$ cat src/rtl/cpu_pkg.sv
// cpu_pkg: opcode encodings, ALU codes and the control bundle shared by the
// decoder, ALU and pipeline.
package cpu_pkg;
    localparam logic [8:0] OP_NOP  = 9'h000;
    localparam logic [8:0] OP_SETC = 9'h001;
    localparam logic [8:0] OP_CLRC = 9'h002;
    localparam logic [8:0] OP_NOT  = 9'h020;
    localparam logic [8:0] OP_INC  = 9'h021;
    localparam logic [8:0] OP_DEC  = 9'h022;
    localparam logic [8:0] OP_OUT  = 9'h023;
    localparam logic [8:0] OP_IN   = 9'h024;
    localparam logic [8:0] OP_MOV  = 9'h040;
    localparam logic [8:0] OP_ADD  = 9'h041;
    localparam logic [8:0] OP_SUB  = 9'h042;
    localparam logic [8:0] OP_AND  = 9'h043;
    localparam logic [8:0] OP_OR   = 9'h044;
    localparam logic [8:0] OP_SHL  = 9'h045;
    localparam logic [8:0] OP_SHR  = 9'h046;
    localparam logic [8:0] OP_PUSH = 9'h060;
    localparam logic [8:0] OP_POP  = 9'h061;
    localparam logic [8:0] OP_LDM  = 9'h062;
    localparam logic [8:0] OP_LDD  = 9'h063;
    localparam logic [8:0] OP_STD  = 9'h064;
    localparam logic [8:0] OP_JZ   = 9'h080;
    localparam logic [8:0] OP_JN   = 9'h081;
    localparam logic [8:0] OP_JC   = 9'h082;
    localparam logic [8:0] OP_JMP  = 9'h084;
    localparam logic [8:0] OP_CALL = 9'h086;
    localparam logic [8:0] OP_RET  = 9'h088;

    localparam logic [3:0] ALU_NOP  = 4'b0000;
    localparam logic [3:0] ALU_SETC = 4'b0001;
    localparam logic [3:0] ALU_CLRC = 4'b0010;
    localparam logic [3:0] ALU_MOV  = 4'b0011;
    localparam logic [3:0] ALU_PASS = 4'b0100;
    localparam logic [3:0] ALU_NOT  = 4'b0101;
    localparam logic [3:0] ALU_INC  = 4'b0110;
    localparam logic [3:0] ALU_DEC  = 4'b0111;
    localparam logic [3:0] ALU_ADD  = 4'b1000;
    localparam logic [3:0] ALU_SUB  = 4'b1001;
    localparam logic [3:0] ALU_AND  = 4'b1010;
    localparam logic [3:0] ALU_OR   = 4'b1011;
    localparam logic [3:0] ALU_SHL  = 4'b1100;
    localparam logic [3:0] ALU_SHR  = 4'b1101;

    typedef struct packed {
        logic       branch;
        logic       data_read;
        logic       data_write;
        logic       dmr;
        logic       dmw;
        logic       ioe;
        logic       ior;
        logic       iow;
        logic       stack_operation;
        logic       push_pop;
        logic       pass_immediate;
        logic       write_sp;
        logic [3:0] alu;
    } ctrl_t;

    // Flag masks line up with the ctrl_t field order above alu.
    localparam logic [11:0] F_BR  = 12'h800;
    localparam logic [11:0] F_DR  = 12'h400;
    localparam logic [11:0] F_DW  = 12'h200;
    localparam logic [11:0] F_DMR = 12'h100;
    localparam logic [11:0] F_DMW = 12'h080;
    localparam logic [11:0] F_IOE = 12'h040;
    localparam logic [11:0] F_IOR = 12'h020;
    localparam logic [11:0] F_IOW = 12'h010;
    localparam logic [11:0] F_SO  = 12'h008;
    localparam logic [11:0] F_PP  = 12'h004;
    localparam logic [11:0] F_PI  = 12'h002;
    localparam logic [11:0] F_WSP = 12'h001;

    function automatic ctrl_t mk_ctrl(input logic [11:0] f, input logic [3:0] a);
        return ctrl_t'({f, a});
    endfunction
endpackage

$ cat src/rtl/cu.sv
// cu: combinational opcode decoder with a sticky illegal-opcode flag.
module cu
    import cpu_pkg::*;
(
    input  logic       clk,
    input  logic       rst,
    input  logic [8:0] opcode,
    output logic       branch,
    output logic       data_read,
    output logic       data_write,
    output logic       DMR,
    output logic       DMW,
    output logic       IOE,
    output logic       IOR,
    output logic       IOW,
    output logic       stack_operation,
    output logic       push_pop,
    output logic       pass_immediate,
    output logic       write_sp,
    output logic [3:0] alu_function,
    output logic       illegal_op
);
    ctrl_t w_ctrl;
    ctrl_t w_out;
    logic  w_legal;
    logic  r_illegal;

    always_comb begin
        w_ctrl  = '0;
        w_legal = 1'b1;
        case (opcode)
            OP_NOP:  w_ctrl = mk_ctrl(12'h000, ALU_NOP);
            OP_SETC: w_ctrl = mk_ctrl(12'h000, ALU_SETC);
            OP_CLRC: w_ctrl = mk_ctrl(12'h000, ALU_CLRC);
            OP_NOT:  w_ctrl = mk_ctrl(F_DR | F_DW, ALU_NOT);
            OP_INC:  w_ctrl = mk_ctrl(F_DR | F_DW, ALU_INC);
            OP_DEC:  w_ctrl = mk_ctrl(F_DR | F_DW, ALU_DEC);
            OP_OUT:  w_ctrl = mk_ctrl(F_DR | F_IOE | F_IOW, ALU_PASS);
            OP_IN:   w_ctrl = mk_ctrl(F_DW | F_IOE | F_IOR, ALU_NOP);
            OP_MOV:  w_ctrl = mk_ctrl(F_DR | F_DW, ALU_MOV);
            OP_ADD:  w_ctrl = mk_ctrl(F_DR | F_DW, ALU_ADD);
            OP_SUB:  w_ctrl = mk_ctrl(F_DR | F_DW, ALU_SUB);
            OP_AND:  w_ctrl = mk_ctrl(F_DR | F_DW, ALU_AND);
            OP_OR:   w_ctrl = mk_ctrl(F_DR | F_DW, ALU_OR);
            OP_SHL:  w_ctrl = mk_ctrl(F_DR | F_DW, ALU_SHL);
            OP_SHR:  w_ctrl = mk_ctrl(F_DR | F_DW, ALU_SHR);
            OP_PUSH: w_ctrl = mk_ctrl(F_DR | F_DMW | F_SO | F_PP | F_WSP, ALU_PASS);
            OP_POP:  w_ctrl = mk_ctrl(F_DW | F_DMR | F_SO | F_WSP, ALU_NOP);
            OP_LDM:  w_ctrl = mk_ctrl(F_DW | F_DMR | F_PI, ALU_MOV);
            OP_LDD:  w_ctrl = mk_ctrl(F_DR | F_DW | F_DMR, ALU_MOV);
            OP_STD:  w_ctrl = mk_ctrl(F_DR | F_DMW, ALU_MOV);
            OP_JZ, OP_JN, OP_JC: w_ctrl = mk_ctrl(F_BR | F_DR, ALU_PASS);
            OP_JMP, OP_CALL:     w_ctrl = mk_ctrl(F_BR, ALU_PASS);
            OP_RET:  w_ctrl = mk_ctrl(F_BR, ALU_NOP);
            default: w_legal = 1'b0;
        endcase
    end

    // Reset masks the decode asynchronously, independent of the clock.
    assign w_out = rst ? '0 : w_ctrl;

    always_ff @(posedge clk or posedge rst)
        if (rst)
            r_illegal <= 1'b0;
        else if (!w_legal)
            r_illegal <= 1'b1;

    assign branch          = w_out.branch;
    assign data_read       = w_out.data_read;
    assign data_write      = w_out.data_write;
    assign DMR             = w_out.dmr;
    assign DMW             = w_out.dmw;
    assign IOE             = w_out.ioe;
    assign IOR             = w_out.ior;
    assign IOW             = w_out.iow;
    assign stack_operation = w_out.stack_operation;
    assign push_pop        = w_out.push_pop;
    assign pass_immediate  = w_out.pass_immediate;
    assign write_sp        = w_out.write_sp;
    assign alu_function    = w_out.alu;
    assign illegal_op      = r_illegal;
endmodule

$ cat config.mk
export PLATFORM = sky130hd
export DESIGN_NAME = cu
export DESIGN_NICKNAME = d
export VERILOG_FILES = /design/src/rtl/cpu_pkg.sv /design/src/rtl/cu.sv
export SDC_FILE = /design/constraint.sdc
export NUM_CORES = 1
export LEC_CHECK = 0
export ABC_AREA = 1
export CAP_MARGIN = 30
export CORE_AREA = 4 4 52 54
export CTS_BUF_LIST = sky130_fd_sc_hd__clkbuf_4 sky130_fd_sc_hd__clkbuf_8
export DETAILED_ROUTE_END_ITERATION = 7
export DIE_AREA = 0 0 56 58
export GPL_ROUTABILITY_DRIVEN = 0
export REMOVE_ABC_BUFFERS = 1
export SLEW_MARGIN = 0
export SYNTH_ARGS = -nofsm -noshare
export SYNTH_HDL_FRONTEND = slang
export SYNTH_SLANG_ARGS = --single-unit
export TNS_END_PERCENT = 1
$ cat constraint.sdc
create_clock -name clk -period 1.6 [get_ports clk]
set_input_delay 0.24 -clock clk [delete_from_list [all_inputs] [get_ports clk]]
set_output_delay 0.24 -clock clk [all_outputs]
set_load 0.02 [all_outputs]
==> key figures, run 1 <==
STA
  – Unrepaired setup endpoints after global routing: true
  – Slew Limit Fails: 0
  – Post-route worst setup slack: -0.0599 ns
  – Worst-margin pin slew: 0.299 ns
  – Fin. Hold Viols: 0
  – Final setup viols: 7
  – Max transition margin: 0.799
  – Clock Skew: 0 ns
  – Final period util: 1.04
  – Max frequency: 0.602 GHz
  – Fin crit period: 1.66 ns

Global routing
  – Largest net degree at the start of global routing: 7
  – Number of global-route vias before repair: 1053
  – GRT Util Overall: 0.174
  – Initial antenna violation count: 0
  – Grt ovf: 0
  – Global-route wire length before repair: 4700 um

Place
  – Pre-CTS setup slack: -0.993 ns
  – Final HPWL DP: 2100 um
  – Dpl cell area: 1180 um2
  – Placed Cells incl. Taps: 211
  – Port-buffer cells: 27

Layout
  – Max reg flops: 1
  – P&R area growth vs syn: 121%
  – Final Core Density: 0.651
  – Final Non-Filler Cells: 219
  – Design area: 1440 um2
  – Fillers: 198
  – Share of layout cells above drive strength 1: 0.644
  – ANT cells: 0
  – Fin nets: 204

Worst setup path
  – Kind of start point of the critical path: input pin
  – Worst R2R Start: illegal_op
  – Crit Path Class: in -> out
  – WP data required: 1.36 ns
  – Arr. time, crit path: 1.42 ns
  – Crit path max fanout: 3
  – R2r endpoint: illegal_op
  – R2R cell count: 2
  – CP endpoint kind: primary output
  – Worst reg-to-reg setup slack: 1.04 ns

Routing
  – 1st-pass router iterations: 4
  – Highest metal used: met4
  – Avg WL per Cell: 13.4 um
  – Vias after detailed routing: 1038
  – Initial drt markers: 14
  – Post-route DRC violation count: 0
  – Routed Antenna Nets: 0
  – Routed wl met2: 1600 um
  – Wire length on met1: 1220 um
  – Met3 WL: 114 um
  – Vias per inst: 4.74
  – DRT Wirelength: 2940 um

Outcome
  – Violated checks: setup timing
  – Status: finished, violations left

Yosys
  – Area leader, netlist: nor2_1
  – Mean Syn Cell Area: 5.13 um2
  – Post-Syn Area: 652 um2
  – FF+latch count, synth: 1
  – Post-synth top area share: 0.155
  – Register area share after synthesis: 0.0384
  – Synth warn: 0
  – Top area cells in the synthesized netlist: nor2_1, nand2_1, inv_1, nor2_2, nand3_1
  – Cells after Synth: 127
  – Netlist cell types: 24

Floorplan
  – IO Pins: 28
  – Core ar.: 2210 um2
  – Die footprint: 3250 um2
  – Rows: 17
  – Die Width: 56 um
  – Initial Util: 0.295
  – Die height: 58 um

Min path
  – Worst Hold Launch: illegal_op
  – Hold Crit Class: reg -> reg
  – Cells on Worst Hold Path: 2
  – Worst hold endpoint: illegal_op

Power and ir drop
  – Pleak: 0.743 nW
  – Worst vdd ir: 0.000140 V
  – Pwr dens: 166 nW/um2

Clock network
  – Clock slew at reported path FFs: 0 ns
  – Clock latency on the worst-skew pair: 0 ns
  – Hold buffers post-CTS: 0

Flow run
  – Max-Cap Viols: 0
-- cell families after synthesis --
kind of cell / share of synthesized area
compound gates: 0.131
buf+inv: 0.161
flops: 0.0384
simple gates: 0.670
-- how the worst max path moves through the flow --
stage	startpoint	cells past startpoint	to	slack (ns)
after global routing	opcode[4]	13	branch	-0.13
after global placement	opcode[3]	13	pass_immediate	-1.00
after CTS	opcode[8]	12	pass_immediate	-0.009
after floorplan	opcode[5]	9	alu_function[3]	0.10
after detailed placement	opcode[3]	13	pass_immediate	-0.99
final	opcode[8]	12	branch	-0.06
-- cells in the mapped netlist --
master,number
nor2_2,9
nand3_2,2
nor3_1,4
clkbuf_1,1
o21bai_4,1
dfrtp_1,1
o211a_1,1
nor2_1,27
o21ai_0,4
buf_4,1
inv_2,3
a21oi_1,1
a31oi_1,1
nand2_2,6
inv_1,21
nor2_4,2
nand4_1,2
a41oi_1,2
nand2_1,22
nand3_1,11
a21boi_0,1
clkinv_1,1
or2_2,1
nand2_4,2
-- stage by stage --
stage	total power [mW]	hold WS (ns)	TNS (ns)
5_1_grt	0.254	0.486	-0.817
2_1_floorplan	0.0830	-0.00960	0
4_1_cts	0.217	0.457	-0.0125
3_5_place_dp	0.170	0.455	-14.36
6_report	0.239	0.448	-0.221
3_3_place_gp	0.167	0.450	-13.99
-- critical path, stage by stage --
cell	delay [ns]
buf_6	0.10
nor2_4	0.14
buf_4	0.13
nand3_2	0.13
nor2_2	0.14
nor2_1	0.06
nand2_1	0.06
nor2_1	0.05
nand2_2	0.07
nand2_4	0.07
nor2_4	0.12
buf_6	0.12
-- final cells by class --
type | instances | area (um2) | area share
Multi-Input combinational cell | 99 | 752 | 0.522
Sequential cell | 1 | 25.0 | 0.0174
Inverter | 25 | 109 | 0.0756
Timing Repair Buffer | 66 | 519 | 0.361
Tap cell | 28 | 35.0 | 0.0243
-- routing by layer --
metal | GRT usage | vias up
met4 | 0.0169 | 0
met1 | 0.213 | 476
met5 | 0 | -
li1 | - | 530
met3 | 0.0134 | 2
met2 | 0.339 | 30
-- placed cells by master, fill, tap and decap left out, types with 2 or more instances in the layout --
cell type / instances
clkdlybuf4s50_1: 2
nand2_2: 5
nor2_2: 9
inv_4: 2
buf_2: 7
nand2_1: 17
clkbuf_2: 2
buf_6: 11
inv_2: 6
nand3_4: 4
nand4_1: 2
nor3_1: 3
nand3_2: 3
nor2_4: 16
nand2_4: 7
o21ai_1: 3
nand3_1: 6
nor2_1: 13
buf_4: 44
inv_1: 15
-- timing repair --
item,in CTS,in global routing
setup buffers,8,0
pin swaps,21,8
resized for setup,167,29
setup endpoints to repair,17,17
-- report_power, final --
part / leakage, nW / switching (mW) / total [mW] / internal [mW]
clock network: 0 / 0 / 0 / 0
logic: 0.734 / 0.118 / 0.213 / 0.0953
registers: 0.00875 / 0 / 0.0258 / 0.0258
Power figures use the tool's default switching activity.
==> run 2: changes to the inputs <==
--- a/config.mk
+++ b/config.mk
@@ -12,7 +12,6 @@
 export DETAILED_ROUTE_END_ITERATION = 7
 export DIE_AREA = 0 0 56 58
 export GPL_ROUTABILITY_DRIVEN = 0
-export REMOVE_ABC_BUFFERS = 1
 export SLEW_MARGIN = 0
 export SYNTH_ARGS = -nofsm -noshare
 export SYNTH_HDL_FRONTEND = slang
==> run 2 against run 1 <==
  * Combinational power rose by 8%
  * Die area unchanged
  * Worst hold slack better by 0.0079 ns
  * Sequential power about the same
  * Global-route usage up 0.66 points
  * The flow still finishes with violations (setup timing)
==> key figures, run 2 (synthesis gave the netlist of run 1 again) <==
Outcome
  – Status: finished, violations left (unchanged)
  – Violated checks: setup timing (unchanged)

Layout
  – Multi-input logic area: 800 um2 (was 752 um2)
  – Seq. cell area: 25.0 um2 (unchanged)
  – Most common cell after layout, fill and taps aside: buf_4 (unchanged)
  – ANT cells: 0 (unchanged)
  – Final Non-Filler Cells: 219 (unchanged)
  – Fillers: 176 (was 198)
  – Commonest cells after routing, fill and taps aside: buf_4, nor2_4, nand2_1 (was buf_4, nand2_1, nor2_4)
  – Max reg flops: 1 (unchanged)
  – P&R area growth vs syn: 130% (was 121%)
  – Final Core Density: 0.678 (was 0.651)
  – Fin nets: 204 (unchanged)
  – Share of layout cells above drive strength 1: 0.696 (was 0.644)

Global routing
  – Initial antenna violation count: 0 (unchanged)
  – Number of global-route vias before repair: 1111 (was 1053)
  – Grt ovf: 0 (unchanged)
  – GRT Util Overall: 0.180 (was 0.174)
  – Global-route wire length before repair: 4900 um (was 4700 um)
  – Largest net degree at the start of global routing: 12 (was 7)

Place
  – Port-buffer cells: 27 (unchanged)
  – Final HPWL DP: 1990 um (was 2100 um)
  – Placed Cells incl. Taps: 206 (was 211)

Power and ir drop
  – Net Sw Power: 129 uW (was 118 uW)
  – Pleak: 0.747 nW (was 0.743 nW)
  – Worst vdd ir: 0.000141 V (was 0.000140 V)
  – Cell internal pwr: 128 uW (was 121 uW)
  – Pwr dens: 172 nW/um2 (was 166 nW/um2)
  – Sequential share of power: 0.100 (was 0.108)
  – Combinational group share of total power: 0.900 (was 0.892)
  – Net switching fraction of the power: 0.502 (was 0.493)
  – Clk pwr share: 0 (about the same)

Routing
  – DRT Wirelength: 3240 um (was 2940 um)
  – Vias after detailed routing: 1075 (was 1038)
  – Routed Antenna Nets: 0 (unchanged)
  – Initial drt markers: 23 (was 14)
  – Vias per inst: 4.91 (was 4.74)
  – 1st-pass router iterations: 4 (unchanged)
  – Avg WL per Cell: 14.8 um (was 13.4 um)
  – Post-route DRC violation count: 0 (unchanged)

Yosys
  – Synth Net Count: 138

Worst setup path
  – WP data required: 1.36 ns (about the same)
  – Crit path max fanout: 3 (unchanged)
  – Arr. time, crit path: 1.46 ns (was 1.42 ns)
  – Kind of start point of the critical path: input pin (unchanged)
  – Crit Path Class: in -> out (unchanged)
  – CP endpoint kind: primary output (unchanged)

Floorplan
  – Die footprint: 3250 um2 (unchanged)
  – IO Pins: 28 (unchanged)
  – Rows: 17 (unchanged)
  – Die height: 58 um (unchanged)
  – Die Width: 56 um (unchanged)
  – Core ar.: 2210 um2 (unchanged)
  – Initial Util: 0.295 (unchanged)

STA
  – Fin. Hold Viols: 0 (unchanged)
  – Post-route worst setup slack: -0.0997 ns (was -0.0599 ns)
  – Final period util: 1.06 (was 1.04)
  – Max frequency: 0.588 GHz (was 0.602 GHz)
  – Clock Skew: 0 ns (unchanged)
  – Fin crit period: 1.70 ns (was 1.66 ns)
  – Slew Limit Fails: 0 (unchanged)
  – Hold_ws: 0.456 ns (was 0.448 ns)
  – Max transition margin: 0.824 (was 0.799)
  – Worst-margin pin slew: 0.262 ns (was 0.299 ns)
  – Final setup viols: 6 (was 7)
  – Unrepaired setup endpoints after global routing: true (unchanged)

Flow run
  – Max-Cap Viols: 0 (unchanged)

Clock network
  – Clock latency on the worst-skew pair: 0 ns (about the same)
  – Clock slew at reported path FFs: 0 ns (about the same)

Min path
  – Hold Crit Class: reg -> reg (unchanged)
[run 2: power by group through the flow]
stage | clock network, mW | logic, mW | registers, mW
CTS | 0 | 0.184 | 0.0258
global placement | 0 | 0.134 | 0.0258
global route | 0 | 0.243 | 0.0258
finish | 0 | 0.231 | 0.0258
detailed placement | 0 | 0.136 | 0.0258
floorplan | 0 | 0.0603 | 0.0258
[run 2: layout make-up]
cell class | instances | share of cell area
inverter | 25 | 0.0693
multi-input combinational | 99 | 0.533
sequential | 1 | 0.0167
tap | 28 | 0.0234
timing repair buffer | 66 | 0.357
[run 2: stage by stage]
step | area (um2) | setup TNS (ns) | setup WS [ns] | power, mW
after floorplan | 652 | 0 | 0.100 | 0.0860
after global placement | 1140 | -13.68 | -0.985 | 0.160
after detailed placement | 1140 | -14.16 | -1.00 | 0.162
after CTS | 1330 | -0.0693 | -0.0288 | 0.210
after global routing | 1500 | -1.09 | -0.169 | 0.269
final | 1500 | -0.376 | -0.0997 | 0.257
[run 2: worst paths after layout]
check / depth (start not counted) / start / end / slack [ns]
max in group asynchronous: 3 / rst / illegal_op / 0.91
max reg2reg: 2 / illegal_op / illegal_op / 1.03
max: 12 / opcode[6] / branch / -0.1
min: 2 / illegal_op / illegal_op / 0.46
min reg2reg: 2 / illegal_op / illegal_op / 0.46
min in group asynchronous: 3 / rst / illegal_op / 0.61
[run 2: routing by layer]
metal / vias up / wire length [um] / part of all wire / global-route usage
met5: - / 0 / 0 / 0
met4: 0 / 51 / 0.016 / 0.0203
met3: 6 / 88 / 0.027 / 0.0223
met2: 23 / 1760 / 0.54 / 0.364
met1: 517 / 1340 / 0.41 / 0.206
li1: 529 / - / - / -
[run 2: critical path: stages]
cell     delay, ns
buf_4         0.14
nor2_4        0.13
buf_6         0.13
nand3_4       0.08
nor2_2        0.17
nor2_1        0.06
nand2_1       0.07
nor2_2        0.04
nand2_2       0.07
nand2_4       0.08
nor2_4        0.12
buf_6         0.12
[run 2: repair_timing]
action,4_1_cts,5_1_grt
gates resized for setup,159,48
setup buffers,11,2
hold buffers,0,0
pin swaps,21,20
endpoints found under the setup margin,17,17
